--- src/rtl/sfifo_wr_arb.sv ---
// sfifo_wr_arb: two-requester round-robin arbiter for one FIFO write port.
// A winner keeps the port for its whole burst (len+1 beats). Accepted beats
// go to the FIFO through one register stage. The FIFO almost-full flag
// blocks acceptance. Its 2-entry slack covers the one write still in flight.
module sfifo_wr_arb #(
  parameter int DW  = 32,
  parameter int BLW = 4
) (
  input  logic           clk,
  input  logic           rst_n,
  input  logic           r0_req,
  input  logic [BLW-1:0] r0_len,
  input  logic           r0_valid,
  input  logic [DW-1:0]  r0_data,
  output logic           r0_ready,
  output logic           r0_done,
  input  logic           r1_req,
  input  logic [BLW-1:0] r1_len,
  input  logic           r1_valid,
  input  logic [DW-1:0]  r1_data,
  output logic           r1_ready,
  output logic           r1_done,
  output logic           fifo_wen,
  output logic [DW-1:0]  fifo_wdata,
  input  logic           fifo_wqfull,
  output logic [1:0]     grant,
  output logic           busy
);

  typedef enum logic [0:0] {
    S_IDLE  = 1'b0,
    S_BURST = 1'b1
  } state_e;

  state_e         r_state;
  state_e         w_state_nx;
  logic [1:0]     r_grant;
  logic [1:0]     w_grant_nx;
  logic [BLW-1:0] r_cnt;
  logic [BLW-1:0] w_cnt_nx;
  logic           r_last;      // owner of the previous burst (1 = requester 1)
  logic           w_last_nx;
  logic           r_fifo_wen;
  logic [DW-1:0]  r_fifo_wdata;

  logic           w_ready0;
  logic           w_ready1;
  logic           w_acc0;
  logic           w_acc1;
  logic           w_acc;
  logic           w_cnt_zero;
  logic [DW-1:0]  w_owner_data;

  // Grant is zero outside BURST, so ready needs no state term.
  assign w_ready0     = r_grant[0] & ~fifo_wqfull;
  assign w_ready1     = r_grant[1] & ~fifo_wqfull;
  assign w_acc0       = r0_valid & w_ready0;
  assign w_acc1       = r1_valid & w_ready1;
  assign w_acc        = w_acc0 | w_acc1;
  assign w_cnt_zero   = (r_cnt == {BLW{1'b0}});
  assign w_owner_data = r_grant[1] ? r1_data : r0_data;

  assign r0_ready   = w_ready0;
  assign r1_ready   = w_ready1;
  assign r0_done    = w_acc0 & w_cnt_zero;
  assign r1_done    = w_acc1 & w_cnt_zero;
  assign fifo_wen   = r_fifo_wen;
  assign fifo_wdata = r_fifo_wdata;
  assign grant      = r_grant;
  assign busy       = (r_state == S_BURST);

  // Next-state logic: round-robin pick in IDLE, beat counting in BURST.
  always_comb begin
    w_state_nx = r_state;
    w_grant_nx = r_grant;
    w_cnt_nx   = r_cnt;
    w_last_nx  = r_last;
    case (r_state)
      S_IDLE: begin
        if (r0_req && r1_req) begin
          w_state_nx = S_BURST;
          if (r_last) begin
            w_grant_nx = 2'b01;
            w_cnt_nx   = r0_len;
          end else begin
            w_grant_nx = 2'b10;
            w_cnt_nx   = r1_len;
          end
        end else if (r0_req) begin
          w_state_nx = S_BURST;
          w_grant_nx = 2'b01;
          w_cnt_nx   = r0_len;
        end else if (r1_req) begin
          w_state_nx = S_BURST;
          w_grant_nx = 2'b10;
          w_cnt_nx   = r1_len;
        end else begin
          w_grant_nx = 2'b00;
        end
      end
      S_BURST: begin
        if (w_acc) begin
          if (w_cnt_zero) begin
            w_state_nx = S_IDLE;
            w_grant_nx = 2'b00;
            w_last_nx  = r_grant[1];
          end else begin
            w_cnt_nx = r_cnt - BLW'(1'b1);
          end
        end else begin
          w_cnt_nx = r_cnt;
        end
      end
      default: begin
        w_state_nx = S_IDLE;
        w_grant_nx = 2'b00;
        w_cnt_nx   = {BLW{1'b0}};
      end
    endcase
  end

  // Arbiter state register; reset makes requester 0 the first winner.
  always_ff @(posedge clk or negedge rst_n) begin
    if (!rst_n) begin
      r_state <= S_IDLE;
      r_grant <= 2'b00;
      r_cnt   <= {BLW{1'b0}};
      r_last  <= 1'b1;
    end else begin
      r_state <= w_state_nx;
      r_grant <= w_grant_nx;
      r_cnt   <= w_cnt_nx;
      r_last  <= w_last_nx;
    end
  end

  // FIFO write stage: one-cycle delayed copy of each accepted beat.
  always_ff @(posedge clk or negedge rst_n) begin
    if (!rst_n) begin
      r_fifo_wen   <= 1'b0;
      r_fifo_wdata <= {DW{1'b0}};
    end else begin
      r_fifo_wen <= w_acc;
      if (w_acc) begin
        r_fifo_wdata <= w_owner_data;
      end
    end
  end

endmodule

--- config.mk ---
export PLATFORM = sky130hd
export DESIGN_NAME = sfifo_wr_arb
export DESIGN_NICKNAME = d
export VERILOG_FILES = /design/src/rtl/sfifo_wr_arb.sv
export SDC_FILE = /design/constraint.sdc
export NUM_CORES = 1
export LEC_CHECK = 0
export ABC_AREA = 1
export BUFFER_PORTS_ARGS = -buffer_cell sky130_fd_sc_hd__buf_4
export CORE_MARGIN = 3
export CORE_UTILIZATION = 40
export DETAILED_ROUTE_END_ITERATION = 6
export PLACE_DENSITY = 0.77
export SYNTH_ARGS = -nofsm -noshare
export SYNTH_HDL_FRONTEND = slang
export SYNTH_SLANG_ARGS = --single-unit
--- constraint.sdc ---
create_clock -name clk -period 1.3 [get_ports clk]
set_input_delay 0.13 -clock clk [delete_from_list [all_inputs] [get_ports clk]]
set_output_delay 0.13 -clock clk [all_outputs]
set_load 0.005 [all_outputs]
# == Word-level counts from Yosys, hierarchy flattened ==
# Cells that the tools add are included.
# word_totals
ff_bits,41
in_bits,79
out_inout_bits,40
word_cells,46
# op_classes
add_sub_neg,1
n_eq_ne,4
n_mux,21
n_bitwise,9
reduce_logical,5
# ops
op,n
$mux 32,1
$mux 4,6
$mux 2,6
$pmux 4 s2,1
$and 1x1->1,6
$reduce_and 3->1,2
$mux 1,5
$logic_not 4->1,1
$ne 2x1->1 const B,2
$ne 4x4->1 const B,1
$pmux 2 s2,1
$sub 4x1->4 const B,1
$ne 2x2->1 const B,1
$not 1->1,2
$pmux 1 s2,1
$reduce_and 2->1,1
$logic_and 1x1->1,1
$or 1x1->1,1

# == Depth between registers and ports, before layout ==
# Gate-level depths: netlist of run 1.
# depth
depth_word,6
depth_mapped,9

# == Worst setup path before layout of run 1 ==
# Ideal clock, no wire load.
# synth_path
path_type,register -> register
start,register r_cnt[0]
end,register r_cnt[1]
setup_time_ns,0.116
arrival_ns,1.236
required_ns,1.184
slack_ns,-0.052
path_stages_with_launch,10
path_cell_list,dfrtp_1 -> inv_1 -> ha_1 -> nand2_1 -> nor2_1 -> nand2_1 -> nand3_1 -> inv_1 -> nand2_1 -> nand2_1
# synth_between
elab_chain_cells,4
elab_cells_between_ends,7
cone_classes,1 x add/sub; 1 x eq/ne; 3 x mux; 2 x reduce/logical
# synth_lines
element,line,text
start: declaration,39,logic [BLW-1:0] r_cnt;
start signal: assignment,127,r_cnt <= {BLW{1'b0}};
start signal: assignment,132,r_cnt <= w_cnt_nx;
$sub 4x1->4,108,w_cnt_nx = r_cnt - BLW'(1'b1);
$mux 4,103,if (w_cnt_zero) begin
$mux 4,102,if (w_acc) begin
$pmux 4 s2,78,case (r_state)
# Several ways; a longest one is shown, not always the timed one. The select of a mux whose other input is x is not followed.
# A chain may end at the register's enable or synchronous reset.

# == Final worst setup path of run 1 ==
# layout_path
start,register r_cnt[0]
end,output port r0_done
# layout_between
elab_chain_cells,2
# layout_lines
element,line,text
$logic_not 4->1,60,assign w_cnt_zero = (r_cnt == {BLW{1'b0}});
$and 1x1->1,65,assign r0_done = w_acc0 & w_cnt_zero;
end: declaration,16,"output logic r0_done,"
# Every way passes these cells.

==> impl_metrics.yaml, run 1 <==
power:
  clock_power_share: 0.140
  p_per_area_nw_per_um2: 2160
  p_sw_mw: 2.77
  p_int_mw: 4.67
  leakagePower_nw: 1.75
  sw_frac_of_total: 0.372
  pwr-share-comb: 0.554
  max-vdd-ir-drop_uv: 1250
  p_seq_frac: 0.306
  fin_total_pwr_mw: 7.44
worst_setup_path:
  cpMaxStageDelayCell: "dfrtp_1"
  r2r_cells: 10
  crit_chain: "inv_2, ha_4, buf_6, nand3_4, nor2_2, buf_4"
  setup.worst_path.start_class: "flip-flop"
  cp_max_fo: 2
  ff2ff_setup_slack_ps: -110
  timing.critical_path.slowest_cell_delay_ps: 390
  r2r-end: "r_cnt[2]$_DFFE_PN0P_"
  required_ps: 1170
  critical_path_class: "flip-flop to output port"
  endpoint_kind: "output port"
  worstPathArrival_ps: 1290
  r2r_start: "r_cnt[0]$_DFFE_PN0P_"
grt:
  grt_usage: 0.199
  grt_pass1_wl_um: 9920
  grt_max_degree: 42
  grt_pass1_vias: 2189
  grt_antenna_before_repair: 0
  grt_overflow: 0
floorplan:
  core_um2: 4880
  fp-row-count: 25
  dieArea_um2: 6120
  die_w_um: 78.2
  initial_utilization: 0.427
  io_pins: 119
  die_y_um: 78.2
sta:
  min_period_over_period: 1.09
  tightest_slew_ps: 524
  period_needed_ps: 1420
  setup_viol: 7
  setup_slack_ps: -121
  rsz0062_at_grt: "yes"
  clock.fmax_mhz: 704
  max_slew_margin: 0.650
  fin_worst_skew_ps: 4.78
  drv_slew: 0
  final_hold_viol_count: 0
final_layout:
  seq_area_um2: 1030
  design_area_um2: 3440
  multiInputGateArea_um2: 1000
  drive_gt1_frac: 0.428
  nFillCells: 428
  diodes: 0
  utilization: 0.706
  final_nets: 493
  syn2layout_area_growth_pct: 65.1
outcome:
  violations: "setup timing"
  status: "finished with violations"
routing:
  drt_iter0_drc: 97
  drcViolationCount: 0
  route.met2.wl_um: 3150
  vias_per_cell: 4.78
  vias: 2299
  ant_nets: 0
  route.met3.wl_um: 453
  topRoutingLayerUsed: "met4"
  drt_wl_total_um: 6160
  drtPass1Iterations: 4
  wl_met1_um: 2530
  wl_per_cell_um: 12.8
clocking:
  cts_tree: "built"
  h-tree-depth: 2
  clock_path_buffers: 2
  cts_root_buf: "clkbuf_8"
  numCtsBuffers: 5
  clk_pin_slew_ps: 80
  cts_num_sinks: 41
  clock_latency_ps: 280
place:
  place_area_um2: 3110
  routabilityCongestion: 0.790
  hpwl_um: 4510
  port-buffer-count: 118
yosys:
  synthCells: 275
  syn-cell-area_um2: 2090
  synth-warning-count: 0
  postSynthNetCount: 355
  ys_seq_area_frac: 0.493
  syn_avg_cell_area_um2: 7.58
  synth_cell_types: 22
  ys_ff_latch: 41
min_path:
  min_path_type: "input port to flip-flop"
  hp-start: "r0_data[25]"
  hold_path_depth: 3
  min_to: "fifo_wdata[25]$_DFFE_PN0P_"
flow_run:
  maxCapViolations: 0
[repair_timing]
action	in CTS	in global routing
setup buffers	7	5
pin swaps	7	6
endpoints found under the setup margin	8	13
resized for setup	20	18
hold buffers	1	0
hold endpoints to repair	40	0
[worst max-delay path by stage]
stage / startpoint / slack [ps] / cells past startpoint / end
floorplan: r_cnt[0]$_DFFE_PN0P_ / 3 / 9 / r_cnt[1]$_DFFE_PN0P_
global route: r_cnt[0]$_DFFE_PN0P_ / -160 / 10 / r_cnt[2]$_DFFE_PN0P_
detailed placement: r_cnt[0]$_DFFE_PN0P_ / -60 / 9 / r_cnt[2]$_DFFE_PN0P_
finish: r_cnt[0]$_DFFE_PN0P_ / -120 / 6 / r0_done
CTS: r_cnt[1]$_DFFE_PN0P_ / -130 / 6 / r0_done
global placement: r_cnt[0]$_DFFE_PN0P_ / -20 / 9 / r_cnt[1]$_DFFE_PN0P_
[cell type report]
cell class | instances | area share
timing repair buffer | 146 | 0.336
tap | 67 | 0.0243
clock buffer | 7 | 0.0251
clock inverter | 1 | 0.00872
multi-input combinational | 205 | 0.291
sequential | 41 | 0.299
inverter | 14 | 0.0160
[per-layer routing]
metal / vias up / global-route usage
li1: 1164 / -
met1: 1044 / 0.236
met2: 87 / 0.360
met3: 4 / 0.0505
met4: 0 / 0.0472
met5: - / 0
[layout by cell type, fill, tap and decap left out]
| master | n |
|---|---|
| buf_4 | 136 |
| nand2_1 | 104 |
| dfrtp_1 | 39 |
| nor2_1 | 35 |
| a31oi_1 | 32 |
| inv_1 | 9 |
| nand3_1 | 8 |
| nand2_2 | 6 |
| clkbuf_8 | 6 |
| buf_6 | 6 |
| inv_2 | 4 |
| nand3_4 | 4 |
| o21ai_1 | 4 |
| buf_12 | 3 |
| nor2_2 | 2 |
| nand3_2 | 1 |
| nor2_4 | 1 |
| o21ai_0 | 1 |
| o21ai_2 | 1 |
| inv_4 | 1 |
| or2_2 | 1 |
| nand2_4 | 1 |
| a21oi_1 | 1 |
| nand3b_1 | 1 |
| xor2_1 | 1 |
| ha_4 | 1 |
| bufinv_16 | 1 |
| clkbuf_1 | 1 |
| dfrtp_2 | 1 |
| dlygate4sd3_1 | 1 |
| dfstp_2 | 1 |
[power groups by stage]
stage	registers, mW	logic, mW	clock network (mW)
after floorplan	2.30	1.72	0
after global placement	2.27	3.37	0
after detailed placement	2.30	3.46	0
after CTS	2.28	3.85	1.08
after global routing	2.36	4.56	1.13
final	2.28	4.12	1.04
[sequential cells by signal (all words and copies together) (netlist names)]
name / cells
fifo_wdata: 32
r_cnt: 4
grant: 2
busy: 1
fifo_wen: 1
r_last: 1
[through the flow]
step	setup TNS, ps	worst slack (ps)	instances	hold WS [ps]
2_1_floorplan	0	3.47	275	-166
3_3_place_gp	-35.0	-17.3	460	141
6_report	-657	-121	481	107
4_1_cts	-486	-135	476	93.9
3_5_place_dp	-157	-60.5	460	145
5_1_grt	-1170	-164	481	105
[synthesized netlist by cell type]
cell,instances,area share
xor2_1,1,0.0042
nand2_2,1,0.0030
inv_1,12,0.022
nand3_4,1,0.0084
dfrtp_1,40,0.48
o21ai_0,6,0.014
or2_2,1,0.0030
a31oi_1,32,0.096
buf_6,2,0.011
a21oi_1,1,0.0024
clkbuf_1,3,0.0054
nand3_1,11,0.026
inv_2,1,0.0018
buf_4,3,0.011
nand3_2,1,0.0048
ha_1,1,0.0060
buf_2,7,0.017
dfstp_2,1,0.013
clkinv_1,1,0.0018
nand2_1,110,0.20
nor2_1,38,0.068
nand3b_1,1,0.0036
[cells by family after synthesis]
| family | synth area share |
|---|---|
| and+or+nand+nor | 0.316 |
| adders and majority gates | 0.00600 |
| AOI/OAI and AO/OA | 0.113 |
| buffers and inverters | 0.0690 |
| DFF | 0.493 |
| xor gates and xnor gates | 0.00420 |
[worst max-delay path: cells and delay by family, from the launching register on]
kind | cells | cell delay, ps
flops | 1 | 390
buf+inv | 3 | 290
simple gates | 2 | 180
fa+ha+maj | 1 | 140
No activity file was read; power rests on OpenSTA's default activity.
==> run 2, diff against run 1 <==
--- a/config.mk
+++ b/config.mk
@@ -10,7 +10,7 @@
 export CORE_MARGIN = 3
 export CORE_UTILIZATION = 40
 export DETAILED_ROUTE_END_ITERATION = 6
-export PLACE_DENSITY = 0.77
+export PLACE_DENSITY = 0.87
 export SYNTH_ARGS = -nofsm -noshare
 export SYNTH_HDL_FRONTEND = slang
 export SYNTH_SLANG_ARGS = --single-unit
==> run 2 against run 1 <==
The flow still finishes with violations (setup timing). First-iteration DRC count grew 12%. Fmax is 0.98% lower. Largest cell class unchanged. Clock-buffer cell count did not move. Clock power is essentially flat. Critical path type is now flip-flop to flip-flop. Critical endpoint is now r_cnt[3]$_DFFE_PN0P_. Non-clock buffer count shrank 9. Sequential share of layout area is 0.90 points higher. Combinational power is 7.8% lower. Utilization is 2.0 points lower.
==> impl_metrics.yaml, run 2 (synthesized netlist as in run 1, its figures left out) <==
clocking:
  clock_path_buffers: 2
  clk_pin_slew_ps: 80
  cts_root_buf: "clkbuf_8"
  h-tree-depth: 2
  cts_num_sinks: 41
  clock_latency_ps: 280
  numCtsBuffers: 5
  cts_tree: "built"
routing:
  wl_met1_um: 2550
  vias_per_cell: 5.02
  drtPass1Iterations: 4
  vias: 2368
  drt_iter0_drc: 109
  ant_nets: 0
  wl_per_cell_um: 13.7
  topRoutingLayerUsed: "met4"
  drcViolationCount: 0
  route.met2.wl_um: 3390
  drt_wl_total_um: 6480
  route.met3.wl_um: 442
floorplan:
  die_y_um: 78.2
  initial_utilization: 0.427
  io_pins: 119
  die_w_um: 78.2
  dieArea_um2: 6120
  core_um2: 4880
  fp-row-count: 25
worst_setup_path:
  setup.worst_path.start_class: "flip-flop"
  critPathTopFamily: "simple AND/OR/NAND/NOR gates"
  r2r-end: "r_cnt[3]$_DFFE_PN0P_"
  required_ps: 1480
  critical_path_class: "flip-flop to flip-flop"
  endpoint_kind: "flip-flop"
  timing.critical_path.slowest_cell_delay_ps: 410
  worstPathArrival_ps: 1620
  r2r_start: "r_cnt[1]$_DFFE_PN0P_"
  crit_chain: "inv_2, ha_4, buf_4, nand2_4, nor2_4, nand2_2, nand3_4, inv_2, nand2_1, nand2_1"
  cp_max_fo: 6
  ff2ff_setup_slack_ps: -130
  cpMaxStageDelayCell: "dfrtp_1"
  r2r_cells: 10
  cp-startpoint: "r_cnt[1]$_DFFE_PN0P_"
  crit_buf_inv: 3
outcome:
  status: "finished with violations"
  violations: "setup timing"
grt:
  grt_max_degree: 46
  grt_usage: 0.203
  grt_overflow: 0
  grt_antenna_before_repair: 0
  grt_pass1_vias: 2231
  grt_pass1_wl_um: 9950
place:
  pre_cts_slack_ps: -55.3
  hpwl_um: 4670
  routabilityCongestion: 0.852
  port-buffer-count: 118
sta:
  setup_viol: 8
  drv_slew: 0
  min_period_over_period: 1.10
  max_slew_margin: 0.656
  rsz0062_at_grt: "yes"
  clock.fmax_mhz: 697
  period_needed_ps: 1430
  tightest_slew_ps: 517
  setup_slack_ps: -135
  final_hold_viol_count: 0
  fin_worst_skew_ps: 6.11
final_layout:
  syn2layout_area_growth_pct: 60.5
  drive_gt1_frac: 0.405
  nFillCells: 392
  largest_reg_flops: 32
  final_nets: 484
  final_common_cell: "buf_4"
  final_cell_mix: "131 x buf_4, 108 x nand2_1, 38 x dfrtp_1"
  diodes: 0
  multiInputGateArea_um2: 983
  seq_area_um2: 1030
power:
  p_per_area_nw_per_um2: 2150
  max-vdd-ir-drop_uv: 1240
  leakagePower_nw: 1.70
  fin_total_pwr_mw: 7.19
min_path:
  hp-start: "r0_data[15]"
  hold_path_depth: 3
  min_path_type: "input port to flip-flop"
  min_to: "fifo_wdata[15]$_DFFE_PN0P_"
flow_run:
  maxCapViolations: 0
-- run 2: changes by cell type in the layout (fill, tap and decap cells not counted), moves of 2 or more --
cell	delta
buf_12	-2
buf_4	-5
buf_6	-4
nand2_1	+4
nand2_2	-5
-- run 2: power breakdown --
part	switching [mW]	internal (mW)	total, mW
Combinational	1.88	1.93	3.80
Sequential	0.433	1.91	2.34
Clock	0.418	0.626	1.04
-- run 2: final cells by class --
cell class                 instances  share of cell area
tap                               67              0.0250
sequential                        41               0.308
timing repair buffer             137               0.321
inverter                          14              0.0172
clock buffer                       7              0.0258
clock inverter                     1             0.00897
multi-input combinational        205               0.294
-- run 2: worst max-delay path by stage --
stage | slack [ps] | cells after the start | to
2_1_floorplan | 3 | 9 | r_cnt[1]$_DFFE_PN0P_
3_3_place_gp | 9 | 9 | r_cnt[1]$_DFFE_PN0P_
3_5_place_dp | -60 | 9 | r_cnt[3]$_DFFE_PN0P_
4_1_cts | -120 | 6 | r0_done
5_1_grt | -220 | 10 | r_cnt[3]$_DFFE_PN0P_
6_report | -130 | 10 | r_cnt[3]$_DFFE_PN0P_
-- run 2: repair_timing --
action                                  CTS  global route
cloned                                    0             1
pin swaps                                 3             3
hold buffers                              1             0
gates resized for setup                  12            16
endpoints found under the setup margin    7            41
buffers inserted                          1             3
endpoints found under the hold margin    40             0
-- run 2: per-layer routing --
layer / vias to the layer above / global-route usage
li1: 1147 / -
met1: 1085 / 0.235
met2: 121 / 0.377
met3: 15 / 0.0505
met4: 0 / 0.0437
met5: - / 0
-- run 2: worst reg2reg max path, stage by stage, from the launching register on --
cell	delay, ps
dfrtp_1	410
inv_2	80
ha_4	140
buf_4	110
nand2_4	50
nor2_4	170
nand2_2	100
nand3_4	120
inv_2	50
nand2_1	50
nand2_1	40
-- run 2: per-stage QoR --
step / hold WS [ps] / instances / utilization / instance area [um^2] / setup TNS, ps
6_report: 106 / 472 / 0.686 / 3350 / -770
5_1_grt: 98.4 / 472 / 0.686 / 3350 / -1410
4_1_cts: 94.4 / 468 / 0.667 / 3260 / -324
3_5_place_dp: 143 / 458 / 0.632 / 3080 / -149
3_3_place_gp: 139 / 458 / 0.632 / 3080 / 0
2_1_floorplan: -166 / 275 / - / 2090 / 0
==> run 3, diff against run 2 <==
==> constraint.sdc (replaced) <==
create_clock -name clk -period 1.15 [get_ports clk]
set_input_delay 0.115 -clock clk [delete_from_list [all_inputs] [get_ports clk]]
set_output_delay 0.115 -clock clk [all_outputs]
set_load 0.005 [all_outputs]
==> run 3 against run 2 <==
The flow still finishes with violations (setup timing). Utilization up 11 points. Clock skew down 2.5 ps. Clock-buffer cell count down 1. Non-clock buffer count up 18.
==> impl_metrics.yaml, run 3 (synthesized netlist as in run 1, its figures left out) <==
worst_setup_path:
  critical_path_class: "flip-flop to output port"
  endpoint_kind: "output port"
  r2r_cells: 10
  worstPathArrival_ps: 1300
  cp_max_fo: 2
  required_ps: 1030
  setup.worst_path.start_class: "flip-flop"
sta:
  period_needed_ps: 1410
  max_slew_margin: 0.643
  setup_viol: 46
  min_period_over_period: 1.23
  final_hold_viol_count: 0
  drv_slew: 0
  clock.fmax_mhz: 708
  rsz0062_at_grt: "yes"
  setup_slack_ps: -262
  tightest_slew_ps: 536
  fin_worst_skew_ps: 3.60
  fin_tns_setup_ps: -4610
routing:
  vias_per_cell: 5.12
  vias: 2506
  ant_nets: 0
  drtPass1Iterations: 4
  wl_per_cell_um: 16.3
  drcViolationCount: 0
  drt_iter0_drc: 155
  drt_wl_total_um: 7960
min_path:
  min_path_type: "input port to flip-flop"
  hold_path_depth: 3
power:
  clock_power_share: 0.098
  leakagePower_nw: 1.87
  p_seq_frac: 0.289
  max-vdd-ir-drop_uv: 1410
  p_per_area_nw_per_um2: 2510
  fin_total_pwr_mw: 9.80
  sw_frac_of_total: 0.397
  p_int_mw: 5.91
  p_sw_mw: 3.90
  pwr-share-comb: 0.612
flow_run:
  maxCapViolations: 0
clocking:
  clock_path_buffers: 2
  cts_tree: "built"
  h-tree-depth: 2
  clock_latency_ps: 290
  cts_root_buf: "clkbuf_8"
  clk_pin_slew_ps: 80
  cts_num_sinks: 41
  numCtsBuffers: 5
final_layout:
  utilization: 0.800
  largest_reg_flops: 32
  final_nets: 502
  diodes: 0
  syn2layout_area_growth_pct: 87.1
  final_common_cell: "buf_4"
  drive_gt1_frac: 0.531
  final_cell_mix: "133 x buf_4, 105 x nand2_1, 39 x dfrtp_1"
grt:
  grt_max_degree: 42
  grt_antenna_before_repair: 0
  grt_pass1_wl_um: 12100
  grt_usage: 0.249
  grt_pass1_vias: 2597
  grt_overflow: 0
floorplan:
  die_w_um: 78.2
  io_pins: 119
  dieArea_um2: 6120
  initial_utilization: 0.427
  core_um2: 4880
  die_y_um: 78.2
  fp-row-count: 25
place:
  pre_cts_slack_ps: -116
  routabilityCongestion: 0.836
  port-buffer-count: 118
  hpwl_um: 4660
outcome:
  violations: "setup timing"
  status: "finished with violations"
## run 3: worst paths after layout
kind	startpoint	endpoint	slack, ps
max	r_cnt[0]$_DFFE_PN0P_	r0_done	-260
min	r0_data[26]	fifo_wdata[26]$_DFFE_PN0P_	90
max reg2reg	r_cnt[0]$_DFFE_PN0P_	r_cnt[3]$_DFFE_PN0P_	-230
min reg2reg	fifo_wdata[7]$_DFFE_PN0P_	fifo_wdata[7]$_DFFE_PN0P_	560
max in group asynchronous	rst_n	grant[1]$_DFFE_PN0P_	410
min in group asynchronous	rst_n	fifo_wdata[27]$_DFFE_PN0P_	340
## run 3: per-stage QoR
step / instances / area, um^2 / hold WS (ps)
2_1_floorplan: 275 / 2110 / -181
3_3_place_gp: 459 / 3130 / 131
3_5_place_dp: 459 / 3130 / 125
4_1_cts: 482 / 3680 / 83.2
5_1_grt: 489 / 3900 / 93.6
6_report: 489 / 3900 / 89.1
## run 3: worst max-delay path: stages (launching register included)
cell and delay [ps]:
dfrtp_1 400, inv_2 80, ha_4 130, buf_6 100
nand3_4 90, nor2_2 90, buf_4 110
## run 3: repair_timing
action | 4_1_cts | 5_1_grt
hold buffers | 1 | 0
setup endpoints to repair | 41 | 45
setup buffers | 9 | 7
resized for setup | 59 | 45
pin swaps | 6 | 7
hold endpoints to repair | 40 | 0
gates cloned | 6 | 0
## run 3: power groups by stage
stage	logic [mW]	registers (mW)	clock network, mW
final	6.01	2.84	0.964
after global routing	6.48	2.94	1.03
after CTS	5.32	2.67	0.976
after detailed placement	4.10	2.57	0
after global placement	3.95	2.54	0
after floorplan	2.02	2.61	0
## run 3: routing by layer
layer / track usage / vias to the layer above / part of all wire
met2: 0.468 / 103 / 0.54
met4: 0.0682 / 0 / 0.020
met1: 0.291 / 1198 / 0.39
met3: 0.0401 / 17 / 0.054
met5: 0 / - / 0
li1: - / 1188 / -
## run 3: area by class of cell
type | instances | area, um^2
clock buffers | 6 | 82.6
clock inverters | 1 | 7.51
fillers | 311 | 977
inverters | 14 | 57.6
multi-input cells | 205 | 1240
flip-flops and latches | 41 | 1030
well taps | 67 | 83.8
repair buffers | 155 | 1400
